[config.mk]
export PLATFORM = sky130hd
export DESIGN_NAME = punc_mmio_console_flat
export DESIGN_NICKNAME = d
export VERILOG_FILES = /design/src/rtl/punc_mmio_console_pkg.sv /design/src/rtl/punc_mmio_console_if.sv /design/src/rtl/punc_uart_tx.sv /design/src/rtl/punc_mmio_console.sv /design/src/flat_wrapper.sv
export SDC_FILE = /design/constraint.sdc
export NUM_CORES = 1
export LEC_CHECK = 0
export BUFFER_PORTS_ARGS = -buffer_cell sky130_fd_sc_hd__buf_2
export CORE_UTILIZATION = 30
export CTS_CLUSTER_DIAMETER = 50
export DETAILED_ROUTE_END_ITERATION = 6
export MAX_ROUTING_LAYER = met4
export PLACE_DENSITY_LB_ADDON = 0.15
export SYNTH_ARGS = -nofsm -noshare
export SYNTH_HDL_FRONTEND = slang
export SYNTH_SLANG_ARGS = --single-unit
[constraint.sdc]
create_clock -name clk -period 6.76 [get_ports clk]
set_clock_uncertainty 0.15 [all_clocks]
set_input_delay 0.676 -clock clk [delete_from_list [all_inputs] [get_ports clk]]
set_output_delay 0.676 -clock clk [all_outputs]
set_load 0.05 [all_outputs]
[src/rtl/punc_mmio_console_pkg.sv]
// Shared constants for the LC3 console responder: device addresses, TX states, status bit positions.
// Pure declarations; no logic or timing of its own.
package punc_mmio_console_pkg;

  localparam logic [15:0] ADDR_KBSR = 16'hFE00;
  localparam logic [15:0] ADDR_KBDR = 16'hFE02;
  localparam logic [15:0] ADDR_DSR  = 16'hFE04;
  localparam logic [15:0] ADDR_DDR  = 16'hFE06;

  localparam int KBSR_READY_BIT = 15;
  localparam int KBSR_IE_BIT    = 14;
  localparam int DSR_READY_BIT  = 15;

  typedef enum logic [1:0] {
    TX_IDLE  = 2'd0,
    TX_START = 2'd1,
    TX_DATA  = 2'd2,
    TX_STOP  = 2'd3
  } tx_state_t;

  function automatic logic [15:0] kbsr_word(input logic not_empty, input logic ie);
    logic [15:0] w;
    w = '0;
    w[KBSR_READY_BIT] = not_empty;
    w[KBSR_IE_BIT]    = ie;
    return w;
  endfunction

endpackage

[src/rtl/punc_mmio_console_if.sv]
// Datapath-side bus of the console: load/store ports, keyboard valid/ready input, serial and irq outputs.
// Bundles signals only; master is the datapath/keyboard side, slave is the console.
interface punc_mmio_console_if;
  logic [15:0] r_addr;
  logic        rd_en;
  logic [15:0] r_data;
  logic        hit_r;
  logic [15:0] w_addr;
  logic [15:0] w_data;
  logic        w_en;
  logic        kb_valid;
  logic [7:0]  kb_data;
  logic        kb_ready;
  logic        tx;
  logic        irq;

  modport master (
    output r_addr, rd_en, w_addr, w_data, w_en, kb_valid, kb_data,
    input  r_data, hit_r, kb_ready, tx, irq
  );

  modport slave (
    input  r_addr, rd_en, w_addr, w_data, w_en, kb_valid, kb_data,
    output r_data, hit_r, kb_ready, tx, irq
  );
endinterface

[src/rtl/punc_uart_tx.sv]
// 8N1 serial transmitter: frame starts the cycle after i_start, 10*CLKS_PER_BIT cycles long.
// No backpressure; i_start is ignored unless o_idle is high.
module punc_uart_tx
  import punc_mmio_console_pkg::*;
#(
  parameter int CLKS_PER_BIT = 16
) (
  input  logic       i_clk,
  input  logic       i_rst,
  input  logic       i_start,
  input  logic [7:0] i_byte,
  output logic       o_tx,
  output logic       o_idle
);

  localparam int CW = (CLKS_PER_BIT > 2) ? $clog2(CLKS_PER_BIT) : 1;
  localparam logic [CW-1:0] LAST = CW'(CLKS_PER_BIT - 1);

  tx_state_t     r_state, w_state_nxt;
  logic [CW-1:0] r_cnt, w_cnt_nxt;
  logic [2:0]    r_bit, w_bit_nxt;
  logic [7:0]    r_byte, w_byte_nxt;
  logic          w_tick;

  always_ff @(posedge i_clk) begin
    if (i_rst) begin
      r_state <= TX_IDLE;
      r_cnt   <= '0;
      r_bit   <= '0;
      r_byte  <= '0;
    end else begin
      r_state <= w_state_nxt;
      r_cnt   <= w_cnt_nxt;
      r_bit   <= w_bit_nxt;
      r_byte  <= w_byte_nxt;
    end
  end

  // Baud counter reloads at every bit boundary, so each state lasts exactly CLKS_PER_BIT cycles.
  always_comb begin
    w_state_nxt = r_state;
    w_cnt_nxt   = r_cnt;
    w_bit_nxt   = r_bit;
    w_byte_nxt  = r_byte;
    w_tick      = (r_cnt == LAST);
    o_tx        = 1'b1;
    o_idle      = 1'b0;
    case (r_state)
      TX_IDLE: begin
        o_idle = 1'b1;
        if (i_start) begin
          w_state_nxt = TX_START;
          w_cnt_nxt   = '0;
          w_bit_nxt   = '0;
          w_byte_nxt  = i_byte;
        end
      end
      TX_START: begin
        o_tx = 1'b0;
        w_cnt_nxt = w_tick ? '0 : r_cnt + CW'(1);
        if (w_tick) w_state_nxt = TX_DATA;
      end
      TX_DATA: begin
        o_tx = r_byte[r_bit];
        w_cnt_nxt = w_tick ? '0 : r_cnt + CW'(1);
        if (w_tick) begin
          w_bit_nxt = r_bit + 3'd1;
          if (r_bit == 3'd7) w_state_nxt = TX_STOP;
        end
      end
      TX_STOP: begin
        w_cnt_nxt = w_tick ? '0 : r_cnt + CW'(1);
        if (w_tick) w_state_nxt = TX_IDLE;
      end
      default: w_state_nxt = TX_IDLE;
    endcase
  end

endmodule

[src/rtl/punc_mmio_console.sv]
// LC3 console at KBSR/KBDR/DSR/DDR: combinational reads, keyboard FIFO, 8N1 display output.
// kb_ready drops when the FIFO is full; DDR writes while busy are dropped. Option: PUNC_CONSOLE_IRQ_EN.
module punc_mmio_console
  import punc_mmio_console_pkg::*;
#(
  parameter logic [15:0] KBSR_ADDR     = ADDR_KBSR,
  parameter logic [15:0] KBDR_ADDR     = ADDR_KBDR,
  parameter logic [15:0] DSR_ADDR      = ADDR_DSR,
  parameter logic [15:0] DDR_ADDR      = ADDR_DDR,
  parameter int          KB_FIFO_DEPTH = 4,
  parameter int          CLKS_PER_BIT  = 16
) (
  input logic clk,
  input logic rst,
  punc_mmio_console_if.slave bus
);

  localparam int PW = $clog2(KB_FIFO_DEPTH);

  logic [7:0]    r_mem [KB_FIFO_DEPTH];
  logic [PW-1:0] r_wptr, r_rptr;
  logic [PW:0]   r_count;
  logic          w_empty, w_full, w_push, w_pop;
  logic          w_ddr_wr, w_tx_idle, w_ie;
  logic          w_unused_wdata;

  assign w_empty      = (r_count == '0);
  assign w_full       = (r_count == (PW+1)'(KB_FIFO_DEPTH));
  assign w_push       = bus.kb_valid && !w_full;
  assign w_pop        = bus.rd_en && (bus.r_addr == KBDR_ADDR) && !w_empty;
  assign bus.kb_ready = !w_full;
  assign w_ddr_wr     = bus.w_en && (bus.w_addr == DDR_ADDR) && w_tx_idle;
  assign w_unused_wdata = &bus.w_data[15:8];

  always_ff @(posedge clk) begin
    if (rst) begin
      r_wptr  <= '0;
      r_rptr  <= '0;
      r_count <= '0;
    end else begin
      if (w_push) r_wptr <= r_wptr + PW'(1);
      if (w_pop)  r_rptr <= r_rptr + PW'(1);
      if (w_push && !w_pop)      r_count <= r_count + (PW+1)'(1);
      else if (w_pop && !w_push) r_count <= r_count - (PW+1)'(1);
    end
  end

  // Storage needs no reset: the count gates every read of it.
  always_ff @(posedge clk) begin
    if (w_push) r_mem[r_wptr] <= bus.kb_data;
  end

`ifdef PUNC_CONSOLE_IRQ_EN
  logic r_ie, r_irq;
  always_ff @(posedge clk) begin
    if (rst) begin
      r_ie  <= 1'b0;
      r_irq <= 1'b0;
    end else begin
      if (bus.w_en && (bus.w_addr == KBSR_ADDR)) r_ie <= bus.w_data[KBSR_IE_BIT];
      r_irq <= r_ie && !w_empty;
    end
  end
  assign w_ie    = r_ie;
  assign bus.irq = r_irq;
`else
  assign w_ie    = 1'b0;
  assign bus.irq = 1'b0;
`endif

  always_comb begin
    bus.r_data = '0;
    bus.hit_r  = 1'b0;
    case (bus.r_addr)
      KBSR_ADDR: begin
        bus.hit_r  = 1'b1;
        bus.r_data = kbsr_word(!w_empty, w_ie);
      end
      KBDR_ADDR: begin
        bus.hit_r  = 1'b1;
        bus.r_data = {8'h00, (w_empty ? 8'h00 : r_mem[r_rptr])};
      end
      DSR_ADDR: begin
        bus.hit_r  = 1'b1;
        bus.r_data[DSR_READY_BIT] = w_tx_idle;
      end
      DDR_ADDR: bus.hit_r = 1'b1;
      default: ;
    endcase
  end

  punc_uart_tx #(.CLKS_PER_BIT(CLKS_PER_BIT)) u_tx (
    .i_clk   (clk),
    .i_rst   (rst),
    .i_start (w_ddr_wr),
    .i_byte  (bus.w_data[7:0]),
    .o_tx    (bus.tx),
    .o_idle  (w_tx_idle)
  );

endmodule

[src/flat_wrapper.sv]
// flat-port wrapper written by rule: the top's interface ports become plain ports
module punc_mmio_console_flat import punc_mmio_console_pkg::*;
#(
  parameter logic [15:0] KBSR_ADDR     = ADDR_KBSR,
  parameter logic [15:0] KBDR_ADDR     = ADDR_KBDR,
  parameter logic [15:0] DSR_ADDR      = ADDR_DSR,
  parameter logic [15:0] DDR_ADDR      = ADDR_DDR,
  parameter int          KB_FIFO_DEPTH = 4,
  parameter int          CLKS_PER_BIT  = 16
)
  (clk, rst, bus_r_addr, bus_rd_en, bus_w_addr, bus_w_data, bus_w_en, bus_kb_valid, bus_kb_data, bus_r_data, bus_hit_r, bus_kb_ready, bus_tx, bus_irq);
  punc_mmio_console_if bus_i ();
  input logic clk;
  input logic rst;
  input wire logic [$bits(bus_i.r_addr)-1:0] bus_r_addr;
  input wire logic [$bits(bus_i.rd_en)-1:0] bus_rd_en;
  input wire logic [$bits(bus_i.w_addr)-1:0] bus_w_addr;
  input wire logic [$bits(bus_i.w_data)-1:0] bus_w_data;
  input wire logic [$bits(bus_i.w_en)-1:0] bus_w_en;
  input wire logic [$bits(bus_i.kb_valid)-1:0] bus_kb_valid;
  input wire logic [$bits(bus_i.kb_data)-1:0] bus_kb_data;
  output wire logic [$bits(bus_i.r_data)-1:0] bus_r_data;
  output wire logic [$bits(bus_i.hit_r)-1:0] bus_hit_r;
  output wire logic [$bits(bus_i.kb_ready)-1:0] bus_kb_ready;
  output wire logic [$bits(bus_i.tx)-1:0] bus_tx;
  output wire logic [$bits(bus_i.irq)-1:0] bus_irq;
  assign bus_i.r_addr = bus_r_addr;
  assign bus_i.rd_en = bus_rd_en;
  assign bus_i.w_addr = bus_w_addr;
  assign bus_i.w_data = bus_w_data;
  assign bus_i.w_en = bus_w_en;
  assign bus_i.kb_valid = bus_kb_valid;
  assign bus_i.kb_data = bus_kb_data;
  assign bus_r_data = bus_i.r_data;
  assign bus_hit_r = bus_i.hit_r;
  assign bus_kb_ready = bus_i.kb_ready;
  assign bus_tx = bus_i.tx;
  assign bus_irq = bus_i.irq;
  punc_mmio_console #(.KBSR_ADDR(KBSR_ADDR), .KBDR_ADDR(KBDR_ADDR), .DSR_ADDR(DSR_ADDR), .DDR_ADDR(DDR_ADDR), .KB_FIFO_DEPTH(KB_FIFO_DEPTH), .CLKS_PER_BIT(CLKS_PER_BIT)) u_core (.clk(clk), .rst(rst), .bus(bus_i));
endmodule
**Yosys cells after proc, flatten, opt, wreduce, memory -nomap -nowiden**

Memories as Yosys holds them, arrays and structs flattened. A register that Yosys moved wholly into a read port is not among the register bits.
Index checks and enable logic that the tools add are counted.

- Bits of input ports: 61
- Memories: 1
- Word-level logic and storage cells: 77
- RAM bits: 32
- Output and inout port bits: 20
- Bits in registers: 24

- Equality and inequality tests: 16
- Mux-type cells: 26
- Add/sub/neg operators: 6
- Magnitude comparators: 1
- Reductions and logical operators: 20

Memories:

| memory | depth | bits a word | rd ports | clocked after Yosys merged registers in | write ports | RTL line | RTL |
|---|---|---|---|---|---|---|---|
| u_core.r_mem | 4 | 8 | 1 | 1 | 1 | punc_mmio_console.sv:20 | `logic [7:0] r_mem [KB_FIFO_DEPTH];` |

Operators with widths:

| cell | count |
|---|---|
| == test 16 bit, second input constant | 5 |
| 2-to-1 mux 8 bit | 2 |
| 2-to-1 mux 2 bit | 7 |
| 2-to-1 mux 3 bit | 4 |
| inequality test 2 bit, second input constant | 5 |
| 2-to-1 mux 4 bit | 2 |
| case mux 2 bit (4 select lines) | 1 |
| case mux 4 bit (2 select lines) | 1 |
| logical AND 1 bit | 7 |
| adder 3 x 1 -> 3 bit, second input constant | 2 |
| == test 3 bit, second input constant | 2 |
| case mux 3 bit (2 select lines) | 1 |
| 2-to-1 mux 1 bit | 5 |
| AND reduction 5 bit | 1 |
| adder 2 x 1 -> 2 bit, second input constant | 2 |
| adder 4 x 1 -> 4 bit, second input constant | 1 |
| == test 2 bit, second input constant | 2 |
| == test 4 bit, second input constant | 1 |
| logical NOT 1 bit | 4 |
| < comparator 3 x 4 -> 1 bit, second input constant | 1 |
| case mux 1 bit (2 select lines) | 2 |
| nonzero test 2 bit | 2 |
| OR reduction 4 bit | 1 |
| binary-select mux 1 bit (select 3 bit) | 1 |
| other kinds (7) | 7 |

**Logic depth before layout (Yosys ltp)**

- Depth after elaboration: 7
- Depth in mapped cells: 9

**Modules after synthesis**

From an unflattened synthesis, not the netlist that was laid out.

- Cells, all modules: 230
- Area, all modules: 2,767.7 µm²

Modules (own cells, without submodules):

| module | area each (µm²) | cells an instance | times used | sequential area each (µm²) |
|---|---|---|---|---|
| punc_mmio_console | 1,864.3 | 126 | 1 | 1,141.1 |
| punc_uart_tx | 903.4 | 104 | 1 | 340.3 |

**Least setup slack after synthesis**

No wires, ideal clock.

- Kind: input to output
- Start: input bus_r_addr[0]
- End: output bus_r_data[0]
- Buffers on the path: 1
- Setup slack: 3,668 ps
- Arrival time: 2,266 ps
- Stages on the path: 5
- Data required time: 5,934 ps
- Cell sequence: nor4_2 nand4_2 or2_1 clkbuf_1 nor2b_1

- Cells in the longest elaborated chain, start to end: 2

RTL lines:

| what | RTL line | RTL |
|---|---|---|
| start: declaration | flat_wrapper.sv:15 | `input wire logic [$bits(bus_i.r_addr)-1:0] bus_r_addr;` |
| == test 16 bit | punc_mmio_console.sv:74 | `case (bus.r_addr)` |
| 2-to-1 mux 8 bit | punc_mmio_console.sv:74 |  |
| end: declaration | flat_wrapper.sv:22 | `output wire logic [$bits(bus_i.r_data)-1:0] bus_r_data;` |

No other way between the ends.

**Final worst setup path**

- Start: input bus_r_addr[0]
- End: output bus_r_data[1]

The elaborated chain is that of the path after synthesis.

==> flow_summary.html <==
<table>
<tr><th>Metric</th><th>Value</th></tr>
<tr><th colspan="2">Run status</th></tr>
<tr><td>Outcome</td><td>completed</td></tr>
<tr><th colspan="2">Clock tree</th></tr>
<tr><td>Clock-pin slew of the registers on the worst-case setup and hold paths</td><td>70 ps</td></tr>
<tr><td>Number of resized instances in the post-cts repair step</td><td>0</td></tr>
<tr><td>H-tree level count</td><td>3</td></tr>
<tr><td>Post-CTS Repair Setup Buffers</td><td>0</td></tr>
<tr><td>Cell at the root of the clock tree</td><td>sky130_fd_sc_hd__clkbuf_8</td></tr>
<tr><td>Worst skew pair latency</td><td>330 ps</td></tr>
<tr><td>Maximum count of clock buffers along a single path</td><td>2</td></tr>
<tr><td>Num CTS Buffers</td><td>9</td></tr>
<tr><td>Clock tree from TritonCTS</td><td>done</td></tr>
<tr><td># clock sinks</td><td>58</td></tr>
<tr><td>Number of buffers inserted by hold repair at cts</td><td>0</td></tr>
<tr><th colspan="2">Timing</th></tr>
<tr><td>Final period utilization</td><td>0.454</td></tr>
<tr><td>Total Negative Setup Slacks</td><td>0 ps</td></tr>
<tr><td>Unrepaired setup endpoints after global routing</td><td>false</td></tr>
<tr><td># setup viols final</td><td>0</td></tr>
<tr><td>Slew headroom</td><td>0.585</td></tr>
<tr><td>Upper clock frequency limit</td><td>0.326 GHz</td></tr>
<tr><td>Setup ws final</td><td>3690 ps</td></tr>
<tr><td>Max-slew violations</td><td>0</td></tr>
<tr><td>Crit path time final</td><td>3070 ps</td></tr>
<tr><td>Final hold violation count</td><td>0</td></tr>
<tr><td>Worst hold slack</td><td>323 ps</td></tr>
<tr><td>Transition time at the pin with the least slew margin</td><td>623 ps</td></tr>
<tr><th colspan="2">Critical path</th></tr>
<tr><td>R2R Setup Slk</td><td>roughly 4200 ps</td></tr>
<tr><td>Worst setup startpoint</td><td>bus_r_addr[0]</td></tr>
<tr><td>Largest fanout of any net on the critical path</td><td>8</td></tr>
<tr><td>Cells along the critical path</td><td>buf_2, nor4_2, nand4_2, or2_1, nor2b_1, buf_2</td></tr>
<tr><td>Endpoint of the most critical register-to-register path</td><td>u_core.r_count[2]$_SDFFE_PP0P_</td></tr>
<tr><td>Worst setup EP type</td><td>primary output</td></tr>
<tr><td>Worst Path Class, Setup</td><td>input pin to primary output</td></tr>
<tr><td>Library cell contributing the largest single delay on the critical path</td><td>sky130_fd_sc_hd__or2_1</td></tr>
<tr><td>Logic depth of the worst register-to-register path</td><td>9</td></tr>
<tr><td>Highest cell delay on the worst timing path</td><td>430 ps</td></tr>
<tr><td>Worst endpoint data arrival time</td><td>2240 ps</td></tr>
<tr><td>Worst EP required</td><td>5930 ps</td></tr>
<tr><td>Top cell by count, worst path</td><td>sky130_fd_sc_hd__buf_2</td></tr>
<tr><td>Launch instance of the worst register-to-register path</td><td>u_core.r_count[0]$_SDFFE_PP0P_</td></tr>
<tr><td>Type of element launching the critical path</td><td>input pin</td></tr>
<tr><th colspan="2">Floorplan</th></tr>
<tr><td>Row Count</td><td>35</td></tr>
<tr><td>Starting density of the core</td><td>0.311</td></tr>
<tr><td>Die boundary height</td><td>99.9 µm</td></tr>
<tr><td>Number of top-level design ports</td><td>81</td></tr>
<tr><td>Total core area</td><td>9240 µm²</td></tr>
<tr><td>Die Span X</td><td>99.9 µm</td></tr>
<tr><td>Die outline area</td><td>roughly 10000 µm²</td></tr>
<tr><th colspan="2">Run</th></tr>
<tr><td>Maximum capacitance violations</td><td>0</td></tr>
<tr><th colspan="2">Logic synthesis</th></tr>
<tr><td>Number of flip-flops and latches in the synthesized netlist</td><td>58</td></tr>
<tr><td>Syn Std Cell Area</td><td>2870 µm²</td></tr>
<tr><td>Synthesized instance count</td><td>239</td></tr>
<tr><td>Count of flip-flops with a built-in enable after synthesis</td><td>32</td></tr>
<tr><td>Share of Yosys cell area claimed by the top area cell type</td><td>0.334</td></tr>
<tr><td>Yosys top cell by area</td><td>sky130_fd_sc_hd__edfxtp_1</td></tr>
<tr><td>Cells taking the most area after synthesis</td><td>sky130_fd_sc_hd__edfxtp_1, sky130_fd_sc_hd__dfxtp_1, sky130_fd_sc_hd__mux4_2, sky130_fd_sc_hd__ha_1, sky130_fd_sc_hd__mux2i_1</td></tr>
<tr><td>Warnings from Yosys</td><td>0</td></tr>
<tr><td>Most used flip-flop cell after synthesis</td><td>sky130_fd_sc_hd__edfxtp_1</td></tr>
<tr><td>Unique masters post-synth</td><td>52</td></tr>
<tr><td>Share of synthesized registers carrying an async set or reset</td><td>0</td></tr>
<tr><td>Syn Area/Cell</td><td>around 12 µm²</td></tr>
<tr><td>Sequential-to-total area share from yosys stat</td><td>0.516</td></tr>
<tr><th colspan="2">Placed design</th></tr>
<tr><td>Worst slack at placement</td><td>3600 ps</td></tr>
<tr><td>Instance area at placement</td><td>3270 µm²</td></tr>
<tr><td>Routability congestion estimate</td><td>just over 0.7</td></tr>
<tr><td>I/O Buffers</td><td>64</td></tr>
<tr><td>DP Wirelength</td><td>~4000 µm</td></tr>
<tr><th colspan="2">Worst hold path</th></tr>
<tr><td>Critical hold path startpoint</td><td>u_core.u_tx.r_byte[6]$_SDFFE_PP0P_</td></tr>
<tr><td>Kind of path behind the tightest hold check</td><td>register to register</td></tr>
<tr><td>Worst Hold Endpoint</td><td>u_core.u_tx.r_byte[6]$_SDFFE_PP0P_</td></tr>
<tr><td>WHS Path Cells</td><td>2</td></tr>
<tr><th colspan="2">Layout</th></tr>
<tr><td>Cell area after layout</td><td>between 3000 and 4000 µm²</td></tr>
<tr><td>Footprint of the multi-input gates</td><td>1270 µm²</td></tr>
<tr><td>Register cell area after layout</td><td>1480 µm²</td></tr>
<tr><td>Antenna diode count</td><td>0</td></tr>
<tr><td>Nets</td><td>374</td></tr>
<tr><td>Filler instances</td><td>909</td></tr>
<tr><td>Fraction of final layout cells with drive strength greater than 1</td><td>0.318</td></tr>
<tr><td>Area added between synthesis and finish</td><td>21.6%</td></tr>
<tr><td>Final Util</td><td>0.378</td></tr>
<tr><th colspan="2">Route</th></tr>
<tr><td>Number of nets with antenna violations after detailed routing</td><td>0</td></tr>
<tr><td>Final wirelength</td><td>5660 µm</td></tr>
<tr><td>Via-to-Cell Ratio</td><td>4.58</td></tr>
<tr><td>Drt wl/cell</td><td>13.1 µm</td></tr>
<tr><td>Routed vias</td><td>1987</td></tr>
<tr><td>Initial detailed-routing violation count</td><td>45</td></tr>
<tr><td>Remaining DRCs</td><td>0</td></tr>
<tr><td>Number of detailed-routing iterations run before antenna repair</td><td>4</td></tr>
<tr><th colspan="2">Power</th></tr>
<tr><td>Power per standard cell area</td><td>244 nW/µm²</td></tr>
<tr><td>IR drop worst, VDD</td><td>0.115 mV</td></tr>
<tr><td>Leak Pwr</td><td>1.36 nW</td></tr>
<tr><th colspan="2">Global routing</th></tr>
<tr><td>Via count of the first global-routing pass</td><td>1893</td></tr>
<tr><td>Global-route congestion overflow total</td><td>0</td></tr>
<tr><td>Overall global routing resource usage</td><td>0.129</td></tr>
<tr><td>Pin count of the biggest net entering global routing</td><td>23</td></tr>
<tr><td>Wire length of the first global-routing pass</td><td>between 9000 and 10000 µm</td></tr>
<tr><td>Number of antenna violations at the first check in global routing</td><td>0</td></tr>
</table>
==> flip-flops by register name (all words and copies together), names as in the netlist, named ones only <==
signal               flops
u_core.r_count           3
u_core.r_wptr            2
u_core.u_tx.r_bit        3
u_core.u_tx.r_state      2
u_core.u_tx.r_byte       8
u_core.r_mem            32
u_core.r_rptr            2
u_core.u_tx.r_cnt        4
==> metrics by stage <==
stage | instances | total power, W
5_1_grt | 434 | 0.000894
6_report | 434 | 0.000853
3_5_place_dp | 418 | 0.000504
2_1_floorplan | 246 | 0.000475
4_1_cts | 434 | 0.000865
3_3_place_gp | 418 | 0.000503
==> placed cells by master, fill, tap and decap left out, types with 10 or more instances in the layout <==
| master | synthesis | final |
|---|---|---|
| sky130_fd_sc_hd__buf_2 | 1 | 64 |
| sky130_fd_sc_hd__edfxtp_1 | 32 | 32 |
| sky130_fd_sc_hd__dfxtp_1 | 26 | 26 |
| sky130_fd_sc_hd__a21oi_1 | 15 | 15 |
| sky130_fd_sc_hd__ha_1 | 12 | 12 |
| sky130_fd_sc_hd__nor2_1 | 11 | 11 |
| sky130_fd_sc_hd__nand2_1 | 11 | 11 |
| sky130_fd_sc_hd__mux4_2 | 10 | 10 |
| sky130_fd_sc_hd__nor2b_1 | 10 | 10 |
| sky130_fd_sc_hd__mux2i_1 | 10 | 10 |
| sky130_fd_sc_hd__nand4_1 | 10 | 10 |
==> critical path: cells and delay by family <==
family,cells,cell delay (ps)
and+or+nand+nor,4,1190
buffers and inverters,2,380
==> metal layers <==
layer / vias up / wire [µm] / track usage
li1: 1001 / - / -
met2: 51 / 2700 / 0.210
met5: - / 0 / -
met3: 8 / 242 / 0.0341
met4: 0 / 72 / 0.0543
met1: 927 / 2650 / 0.151
==> cell usage after synthesis, drive strengths merged (4+ instances only) <==
master,count
nand4,11
edfxtp,32
dfxtp,26
and2,5
clkbuf,9
nor2b,10
buf,12
a21oi,15
o31ai,9
ha,12
o21ai,4
mux4,10
inv,9
nand2,11
nor2,11
mux2i,10
nor3,4
==> logic make-up (layout without fill, tap and decap cells) <==
logic type | Yosys count | in the layout | synth area share
xor+xnor | 3 | 3 | 0.00915
other cells | 1 | 8 | 0.00131
simple gates | 76 | 76 | 0.166
compound gates | 37 | 37 | 0.0815
flops | 58 | 58 | 0.516
fa+ha+maj | 13 | 13 | 0.0592
mux | 21 | 21 | 0.117
buf+inv | 30 | 89 | 0.0505
==> worst max-delay path by stage <==
stage | cells after the start | end | slack [ps]
after floorplan | 5 | bus_r_data[0] | 3670
after global placement | 6 | bus_r_data[1] | 3640
after detailed placement | 6 | bus_r_data[1] | 3600
after CTS | 6 | bus_r_data[1] | 3600
after global routing | 6 | bus_r_data[1] | 3520
final | 6 | bus_r_data[1] | 3690
==> area by class of cell <==
class,instances,area share
well taps,129,0.0462
clock buffers,9,0.0354
flip-flops and latches,58,0.424
multi-input cells,158,0.364
repair buffers,64,0.0917
clock inverters,7,0.0290
inverters,9,0.00967
==> report_power, final <==
part / total [W] / leakage [nW] / internal (W) / switching [W]
sequential: 0.000404 / 0.504 / 0.000395 / 0.00000974
clock: 0.000357 / 0.106 / 0.000210 / 0.000147
combinational: 0.0000914 / 0.748 / 0.0000375 / 0.0000539
total: 0.000853 / 1.36 / 0.000642 / 0.000211
No activity file was read; power rests on OpenSTA's default activity.
